--- config.mk ---
export PLATFORM = sky130hd
export DESIGN_NAME = mc_ctrl
export DESIGN_NICKNAME = d
export VERILOG_FILES = /design/src/rtl/mc_ctrl_pkg.sv /design/src/rtl/mc_decode.sv /design/src/rtl/mc_ctrl.sv
export SDC_FILE = /design/constraint.sdc
export NUM_CORES = 1
export LEC_CHECK = 0
export BUFFER_PORTS_ARGS = -buffer_cell sky130_fd_sc_hd__buf_2
export CORE_MARGIN = 3
export CORE_UTILIZATION = 40
export CTS_CLUSTER_DIAMETER = 200
export CTS_CLUSTER_SIZE = 30
export DETAILED_ROUTE_END_ITERATION = 10
export GPL_TIMING_DRIVEN = 0
export HOLD_SLACK_MARGIN = 0.1
export PLACE_DENSITY = 0.7
export REMOVE_ABC_BUFFERS = 1
export SKIP_LAST_GASP = 1
export SYNTH_ARGS = -nofsm -noshare
export SYNTH_HDL_FRONTEND = slang
export SYNTH_SLANG_ARGS = --single-unit
--- constraint.sdc ---
create_clock -name clk -period 2.94 [get_ports clk]
set_clock_uncertainty 0.2 [all_clocks]
set_input_delay 0.882 -clock clk [delete_from_list [all_inputs] [get_ports clk]]
set_output_delay 0.882 -clock clk [all_outputs]
set_load 0.005 [all_outputs]
--- src/rtl/mc_ctrl_pkg.sv ---
// Shared encodings for the multicycle controller: ALU codes, opcode/funct
// constants, FSM state codes and the decoded instruction classes.
package mc_ctrl_pkg;

    localparam logic [3:0] ALU_NOP  = 4'd0;
    localparam logic [3:0] ALU_ADD  = 4'd1;
    localparam logic [3:0] ALU_SUB  = 4'd2;
    localparam logic [3:0] ALU_AND  = 4'd3;
    localparam logic [3:0] ALU_OR   = 4'd4;
    localparam logic [3:0] ALU_NOR  = 4'd5;
    localparam logic [3:0] ALU_SLT  = 4'd6;
    localparam logic [3:0] ALU_SLTU = 4'd7;

    localparam logic [5:0] OP_RTYPE = 6'h00;
    localparam logic [5:0] OP_J     = 6'h02;
    localparam logic [5:0] OP_JAL   = 6'h03;
    localparam logic [5:0] OP_BEQ   = 6'h04;
    localparam logic [5:0] OP_BNE   = 6'h05;
    localparam logic [5:0] OP_ADDI  = 6'h08;
    localparam logic [5:0] OP_SLTI  = 6'h0A;
    localparam logic [5:0] OP_ANDI  = 6'h0C;
    localparam logic [5:0] OP_ORI   = 6'h0D;
    localparam logic [5:0] OP_LW    = 6'h23;
    localparam logic [5:0] OP_SW    = 6'h2B;

    localparam logic [5:0] FN_ADDU  = 6'h21;
    localparam logic [5:0] FN_SUBU  = 6'h23;
    localparam logic [5:0] FN_AND   = 6'h24;
    localparam logic [5:0] FN_OR    = 6'h25;
    localparam logic [5:0] FN_NOR   = 6'h27;
    localparam logic [5:0] FN_SLT   = 6'h2A;
    localparam logic [5:0] FN_SLTU  = 6'h2B;

    typedef enum logic [3:0] {
        S_FETCH  = 4'd0,
        S_DECODE = 4'd1,
        S_MEMADR = 4'd2,
        S_MEMRD  = 4'd3,
        S_MEMWB  = 4'd4,
        S_MEMWR  = 4'd5,
        S_EXEC   = 4'd6,
        S_ALUWB  = 4'd7,
        S_BRANCH = 4'd8,
        S_IEXEC  = 4'd9,
        S_IWB    = 4'd10,
        S_JUMP   = 4'd11
    } state_e;

    typedef enum logic [3:0] {
        CLS_ILLEGAL = 4'd0,
        CLS_RTYPE   = 4'd1,
        CLS_LW      = 4'd2,
        CLS_SW      = 4'd3,
        CLS_BEQ     = 4'd4,
        CLS_BNE     = 4'd5,
        CLS_IALU    = 4'd6,
        CLS_J       = 4'd7,
        CLS_JAL     = 4'd8
    } iclass_e;

endpackage

--- src/rtl/mc_decode.sv ---
// Combinational instruction decoder: op/funct to instruction class,
// ALU operation for R-type and immediate ALU forms, extension mode, legality.
module mc_decode
    import mc_ctrl_pkg::*;
(
    input  logic [5:0] op_i,
    input  logic [5:0] funct_i,
    output iclass_e    iclass_o,
    output logic [3:0] alu_op_o,
    output logic       ext_op_o,
    output logic       legal_o
);

    always_comb begin
        iclass_o = CLS_ILLEGAL;
        alu_op_o = ALU_NOP;
        ext_op_o = 1'b0;
        case (op_i)
            OP_RTYPE: begin
                iclass_o = CLS_RTYPE;
                case (funct_i)
                    FN_ADDU: alu_op_o = ALU_ADD;
                    FN_SUBU: alu_op_o = ALU_SUB;
                    FN_AND:  alu_op_o = ALU_AND;
                    FN_OR:   alu_op_o = ALU_OR;
                    FN_NOR:  alu_op_o = ALU_NOR;
                    FN_SLT:  alu_op_o = ALU_SLT;
                    FN_SLTU: alu_op_o = ALU_SLTU;
                    default: iclass_o = CLS_ILLEGAL;
                endcase
            end
            OP_LW:   iclass_o = CLS_LW;
            OP_SW:   iclass_o = CLS_SW;
            OP_BEQ:  iclass_o = CLS_BEQ;
            OP_BNE:  iclass_o = CLS_BNE;
            OP_J:    iclass_o = CLS_J;
            OP_JAL:  iclass_o = CLS_JAL;
            OP_ADDI: begin
                iclass_o = CLS_IALU;
                alu_op_o = ALU_ADD;
                ext_op_o = 1'b1;
            end
            OP_SLTI: begin
                iclass_o = CLS_IALU;
                alu_op_o = ALU_SLT;
                ext_op_o = 1'b1;
            end
            // Logical immediates are zero-extended.
            OP_ANDI: begin
                iclass_o = CLS_IALU;
                alu_op_o = ALU_AND;
            end
            OP_ORI: begin
                iclass_o = CLS_IALU;
                alu_op_o = ALU_OR;
            end
            default: iclass_o = CLS_ILLEGAL;
        endcase
        legal_o = (iclass_o != CLS_ILLEGAL);
    end

endmodule

--- src/rtl/mc_ctrl.sv ---
// Multicycle MIPS-subset control unit: Moore FSM producing datapath enables
// and muxing selects; op/funct are the IR fields and are stable after FETCH.
module mc_ctrl
    import mc_ctrl_pkg::*;
(
    input  logic       clk,
    input  logic       rst,
    input  logic [5:0] op,
    input  logic [5:0] funct,
    input  logic       zero,
    output logic [3:0] alu_op,
    output logic       alu_src_a,
    output logic [1:0] alu_src_b,
    output logic       ext_op,
    output logic       ior_d,
    output logic       ir_write,
    output logic       mem_write,
    output logic       reg_write,
    output logic [1:0] reg_dst,
    output logic [1:0] mem_to_reg,
    output logic       pc_write,
    output logic [1:0] pc_source,
    output logic       illegal,
    output logic [3:0] state
);

    state_e     state_q, state_d;
    iclass_e    dec_class;
    logic [3:0] dec_alu_op;
    logic       dec_ext_op;
    logic       dec_legal;

    logic       ir_write_c, mem_write_c, reg_write_c, pc_write_c, illegal_c;

    mc_decode u_decode (
        .op_i     (op),
        .funct_i  (funct),
        .iclass_o (dec_class),
        .alu_op_o (dec_alu_op),
        .ext_op_o (dec_ext_op),
        .legal_o  (dec_legal)
    );

    always_ff @(posedge clk) begin
        if (rst) begin
            state_q <= S_FETCH;
        end else begin
            state_q <= state_d;
        end
    end

    always_comb begin
        state_d     = S_FETCH;
        alu_op      = ALU_NOP;
        alu_src_a   = 1'b0;
        alu_src_b   = 2'd0;
        ext_op      = 1'b0;
        ior_d       = 1'b0;
        ir_write_c  = 1'b0;
        mem_write_c = 1'b0;
        reg_write_c = 1'b0;
        reg_dst     = 2'd0;
        mem_to_reg  = 2'd0;
        pc_write_c  = 1'b0;
        pc_source   = 2'd0;
        illegal_c   = 1'b0;
        case (state_q)
            S_FETCH: begin
                ir_write_c = 1'b1;
                alu_src_b  = 2'd1;
                alu_op     = ALU_ADD;
                pc_write_c = 1'b1;
                state_d    = S_DECODE;
            end
            // Speculatively compute the branch target into ALUOut.
            S_DECODE: begin
                alu_src_b = 2'd3;
                ext_op    = 1'b1;
                alu_op    = ALU_ADD;
                if (!dec_legal) begin
                    illegal_c = 1'b1;
                    state_d   = S_FETCH;
                end else begin
                    case (dec_class)
                        CLS_LW, CLS_SW:   state_d = S_MEMADR;
                        CLS_RTYPE:        state_d = S_EXEC;
                        CLS_BEQ, CLS_BNE: state_d = S_BRANCH;
                        CLS_IALU:         state_d = S_IEXEC;
                        CLS_J, CLS_JAL:   state_d = S_JUMP;
                        default:          state_d = S_FETCH;
                    endcase
                end
            end
            S_MEMADR: begin
                alu_src_a = 1'b1;
                alu_src_b = 2'd2;
                ext_op    = 1'b1;
                alu_op    = ALU_ADD;
                state_d   = (dec_class == CLS_SW) ? S_MEMWR : S_MEMRD;
            end
            S_MEMRD: begin
                ior_d   = 1'b1;
                state_d = S_MEMWB;
            end
            S_MEMWB: begin
                reg_write_c = 1'b1;
                mem_to_reg  = 2'd1;
                state_d     = S_FETCH;
            end
            S_MEMWR: begin
                ior_d       = 1'b1;
                mem_write_c = 1'b1;
                state_d     = S_FETCH;
            end
            S_EXEC: begin
                alu_src_a = 1'b1;
                alu_op    = dec_alu_op;
                state_d   = S_ALUWB;
            end
            S_ALUWB: begin
                reg_write_c = 1'b1;
                reg_dst     = 2'd1;
                state_d     = S_FETCH;
            end
            S_BRANCH: begin
                alu_src_a  = 1'b1;
                alu_op     = ALU_SUB;
                pc_source  = 2'd1;
                pc_write_c = (dec_class == CLS_BNE) ? ~zero : zero;
                state_d    = S_FETCH;
            end
            S_IEXEC: begin
                alu_src_a = 1'b1;
                alu_src_b = 2'd2;
                alu_op    = dec_alu_op;
                ext_op    = dec_ext_op;
                state_d   = S_IWB;
            end
            S_IWB: begin
                reg_write_c = 1'b1;
                state_d     = S_FETCH;
            end
            // PC already holds PC+4 here, which is the jal link value.
            S_JUMP: begin
                pc_source  = 2'd2;
                pc_write_c = 1'b1;
                if (dec_class == CLS_JAL) begin
                    reg_write_c = 1'b1;
                    reg_dst     = 2'd2;
                    mem_to_reg  = 2'd2;
                end
                state_d = S_FETCH;
            end
            default: state_d = S_FETCH;
        endcase
    end

    // Architectural side effects are suppressed for the whole reset cycle.
    assign ir_write  = ir_write_c  & ~rst;
    assign mem_write = mem_write_c & ~rst;
    assign reg_write = reg_write_c & ~rst;
    assign pc_write  = pc_write_c  & ~rst;
    assign illegal   = illegal_c   & ~rst;
    assign state     = state_q;

endmodule

[Yosys cells after proc, flatten, opt, wreduce, memory -nomap -nowiden]
Memory sizes are Yosys's and may differ from the RTL's.
Index checks and enable logic that the tools add are counted.
Word-level totals
  word-level logic and storage cells: 79
  flip-flop bits (word level): 4
  ROM bits: 64
  memories kept: 1
  output and inout bits: 24
Operators by class
  equality and inequality tests: 31
  bitwise logic cells: 7
  reductions and logical operators: 14
  muxes and demuxes: 25
Memories
  (name not given): words 16, width 4, rd ports 1, clocked after memory_dff 0, write ports 0, RTL line mc_ctrl.sv:84  | case (dec_class)
Operator list (count)
  6-bit equality test, second input constant: 9
  4-bit case mux with 8 select lines: 1
  6-bit by 4-bit equality test with 1-bit output, second input constant: 4
  4-bit case mux with 6 select lines: 1
  3-bit case mux with 7 select lines: 1
  4-bit by 3-bit equality test with 1-bit output, second input constant: 5
  4-bit equality test, second input constant: 5
  4-bit case mux with 5 select lines: 1
  4-bit by 2-bit equality test with 1-bit output, second input constant: 3
  6-bit by 2-bit equality test with 1-bit output, second input constant: 2
  6-bit by 3-bit equality test with 1-bit output, second input constant: 2
  2-bit case mux with 2 select lines: 3
  4-bit case mux with 3 select lines: 1
  2-bit OR reduction: 6
  1-bit 2-to-1 mux: 10
  4-bit OR reduction: 2
  7-bit OR reduction: 1
  6-bit zero test: 1
  1-bit case mux with 2 select lines: 3
  2-bit case mux with 3 select lines: 1
  3-bit OR reduction: 2
  1-bit AND: 5
  4-bit by 1-bit equality test with 1-bit output, second input constant: 1
  4-bit zero test: 1
  5 further kinds: 6

[Logic depth before layout (Yosys ltp)]
  depth after elaboration: 8
  mapped depth: 7

[Hierarchy]
From an unflattened synthesis, not the netlist that was laid out.
Second synthesis, totals
  cell total of the unflattened synthesis: 134
  area, all modules: 922.1 µm²
Modules (own cells, without submodules)
  mc_ctrl: cells each 78, area an instance 573.0 µm², instances 1
  mc_decode: cells each 56, area an instance 349.1 µm², instances 1

[Worst setup path after synthesis]
Ideal clock, no wire load.
  kind: input to output
  start: input port op[3]
  end: output port reg_dst[1]
  cell stages on the path: 5
  path slack: -210 ps
  arrival: 2068 ps
  data required time: 1858 ps
  path through: buf_2 -> nor3_2 -> or3b_1 -> nor3_1 -> buf_4
On the way
  longest elaborated chain between the ends: 6
  elaborated cells on any way between the ends: 16
  classes of those cells: eq/ne: 11; mux: 3; reduce/logical: 2
RTL lines
  start: declaration: RTL line mc_ctrl.sv:8  | input logic [5:0] op,
  6-bit by 4-bit equality test with 1-bit output: RTL line mc_decode.sv:18  | case (op_i)
  4-bit OR reduction (no line)
  4-bit case mux with 8 select lines *: RTL line mc_decode.sv:18
  4-bit equality test *: RTL line mc_ctrl.sv:147  | if (dec_class == CLS_JAL) begin
  2-bit 2-to-1 mux *: RTL line mc_ctrl.sv:147
  2-bit case mux with 2 select lines *: RTL line mc_ctrl.sv:67  | case (state_q)
  end: declaration: RTL line mc_ctrl.sv:19  | output logic [1:0] reg_dst,
Mark *: on every way between the ends. The rest lies on a longest branch, timed or not.

[Worst setup path after layout]
  start: input port op[4]
  end: output port pc_write
On the way
  longest elaborated chain between the ends: 7
  elaborated cells on any way between the ends: 17
  classes of those cells: eq/ne: 11; mux: 3; bitwise: 1; reduce/logical: 2
RTL lines
  6-bit by 4-bit equality test with 1-bit output: RTL line mc_decode.sv:18
  4-bit OR reduction (no line)
  4-bit case mux with 8 select lines *: RTL line mc_decode.sv:18
  4-bit by 3-bit equality test with 1-bit output *: RTL line mc_ctrl.sv:129  | pc_write_c = (dec_class == CLS_BNE) ? ~zero : zero;
  1-bit 2-to-1 mux *: RTL line mc_ctrl.sv:129
  1-bit case mux with 2 select lines *: RTL line mc_ctrl.sv:67
  1-bit AND *: RTL line mc_ctrl.sv:162  | assign pc_write = pc_write_c & ~rst;
  end: declaration: RTL line mc_ctrl.sv:21  | output logic pc_write,
Marked as above.

==> summary.md <==
| Metric | Value |
|---|---|
| Total power | `0.265 mW` |
| Initial antenna violation count | `0` |
| HPWL Detailed | `approximately 1.8 mm` |
| H-tree depth | `1` |
| Maximum number of pins on one net before global-route repair | `19` |
| R2r startpoint | `state[1]` |
| Yosys top cell by area | `dfxtp_1` |
| Cell area power density | `207 nW/µm²` |
| Reg clk slew, reported paths | `0.04 ns` |
| Final WL | `2.83 mm` |
| Vias in the first global route | `1021` |
| Warnings from Yosys | `0` |
| Iter 0 DRT Violations | `40` |
| Area contributors post-synth | `dfxtp_1 (9.8%), nor2_1 (7.8%), a21oi_1 (6.2%)` |
| Sw Ratio | `37.3%` |
| CTS root buf | `clkbuf_4` |
| Antenna Cells | `0` |
| GRT overflow | `0` |
| Final Hold Viols | `0` |
| Worst Setup SP | `op[4]` |
| Slew Limit Fails | `0` |
| Seq/Total Area, Yosys | `9.85%` |
| Crit end category | `primary output` |
| Gpl congestion | `0.899` |
| Worst Path Max Fanout | `3` |
| Worst-Skew Late Latency | `0.24 ns` |
| Finished Layout Cells | `199` |
| Clock network fraction of total power | `26.0%` |
| Failing checks | `negative setup slack` |
| IO Count | `39` |
| # Max-Cap Violations | `0` |
| Inst Count DP | `183` |
| Antenna viol nets, final | `0` |
| Crit path DAT | `roughly 2.1 ns` |
| Worst hold path type | `flop to flop` |
| Cell area after synthesis | `roughly 810 µm²` |
| CP Launch Type | `input pin` |
| TritonCTS buffer count | `3` |
| Mapped Cells | `about 130` |
| Worst EP required | `1.86 ns` |
| PortBufs | `37` |
| CTS Hold Bufs | `0` |
| Die area | `2610 µm²` |
| Syn-to-layout area delta | `57.5%` |
| Die height | `51.1 µm` |
| TritonCTS Sinks | `4` |
| CTS tree | `built` |
| Status | `finished, violations left` |
| Max Freq | `316 MHz` |
| Peak supply drop | `223 µV` |
| Max reg flops | `4` |
| Final Critical Period | `3.16 ns` |
| Hold Crit Start | `state[2]` |
| Combinational cell fraction of total power | `50.1%` |
| Row Count | `15` |
| P_int | `roughly 0.17 mW` |
| Ys flop type | `dfxtp_1` |
| Sequential share of power | `about a quarter` |
| Final period utilization | `108%` |
| Starting density of the core | `44.7%` |
| Unrepaired setup endpoints after global routing | `yes` |
| First-pass GRT wire length | `4.53 mm` |
| Vias post-DR | `1137` |
| WL/cell | `14.2 µm` |
| Synth Register Bits | `4` |
| Most numerous cell in the Yosys netlist | `nor2_1` |
| Setup ws final | `-0.225 ns` |
| Share of flip-flops with an asynchronous set or reset | `0%` |
| Die span in x | `about 50 µm` |
| DR vias/cell | `5.71` |
| Leak | `0.598 nW` |
| Placeable Area | `1820 µm²` |
| DRC | `0` |
| Layout cell share with drive strength beyond 1 | `43.1%` |
| Gr usage total | `22.0%` |
| Initial DRT Pass Iterations | `4` |
| Layout Nets | `191` |
| # setup viols final | `7` |
| EDFF count, synth | `0` |
| Synth top area share | `9.85%` |
| Synth top cells by count | `nor2_1 (17), nand2_1 (12), a21oi_1 (10)` |
| Synth cell types | `45` |
| Critical path class | `input pin to primary output` |
| CTS max path bufs | `2` |
| Synth Area per Inst | `6.11 µm²` |
| Switch Pwr | `0.0990 mW` |
==> worst max-delay path: stages <==
cell and delay [ns]:
buf_12 0.10, nor3_4 0.21, buf_4 0.15, buf_6 0.09
nand2_4 0.05, xor2_2 0.14, a21o_1 0.16, a211oi_2 0.16
buf_2 0.14
==> power groups by stage <==
| stage | sequential [mW] | combinational (mW) | clock [mW] |
|---|---|---|---|
| floorplan | 0.0627 | 0.0521 | 0 |
| global placement | 0.0638 | 0.0941 | 0 |
| detailed placement | 0.0638 | 0.0964 | 0 |
| CTS | 0.0634 | 0.116 | 0.0708 |
| global route | 0.0639 | 0.146 | 0.0777 |
| finish | 0.0633 | 0.133 | 0.0691 |
==> per-stage QoR <==
step	utilization, %	setup WS, ns	area (µm²)	hold WS, ns	TNS [ns]
after floorplan	-	-0.0154	758	0.400	-0.0154
after global placement	53.5	-0.409	975	0.462	-1.64
after detailed placement	53.5	-0.426	975	0.464	-1.77
after CTS	64.3	-0.192	1170	0.469	-1.01
after global routing	70.4	-0.305	1280	0.495	-1.58
final	70.4	-0.225	1280	0.463	-1.03
==> per-layer routing <==
| layer | vias to the layer above | part of all wire [%] | track usage (%) |
|---|---|---|---|
| met4 | 0 | 0.95 | 4.04 |
| met1 | 527 | 44 | 29.0 |
| met2 | 44 | 48 | 35.8 |
| met5 | - | 0 | 0 |
| li1 | 562 | - | - |
| met3 | 4 | 6.6 | 5.83 |
==> area by class of cell <==
cell class	instances	area, µm²
fill	163	539
tap	25	31.3
multi-input combinational	112	776
clock buffer	3	22.5
sequential	4	81.3
inverter	5	18.8
timing repair buffer	50	352
==> timing repair <==
item / 4_1_cts / 5_1_grt
cloned: 0 / 0
setup buffers: 8 / 5
endpoints found under the setup margin: 7 / 9
pin swaps: 13 / 10
resized for setup: 28 / 16
==> layout by cell type, fill, tap and decap left out, types with 5 or more instances in the layout <==
| cell type | count |
|---|---|
| a21oi_1 | 8 |
| buf_2 | 30 |
| buf_4 | 12 |
| buf_6 | 5 |
| nand2_1 | 11 |
| nand3_1 | 7 |
| nor2_1 | 17 |
| nor3_1 | 7 |
==> worst paths after layout <==
kind / end / slack (ns) / depth (start not counted)
worst max register to register: state[1] / 1.17 / 4
worst min register to register: state[3] / 0.46 / 1
worst min-delay path: state[3] / 0.46 / 1
worst max-delay path: pc_write / -0.22 / 9
==> cell families (layout without fill, tap and decap cells) <==
| group | count (synthesis) | after routing | share of synthesized area, % |
|---|---|---|---|
| DFF | 4 | 4 | 9.85 |
| and+or+nand+nor | 70 | 70 | 45.8 |
| AOI/OAI and AO/OA | 37 | 37 | 30.5 |
| buffers and inverters | 17 | 58 | 9.08 |
| xor gates and xnor gates | 4 | 4 | 4.31 |
| other | 1 | 1 | 0.461 |
Power figures use the tool's default switching activity.
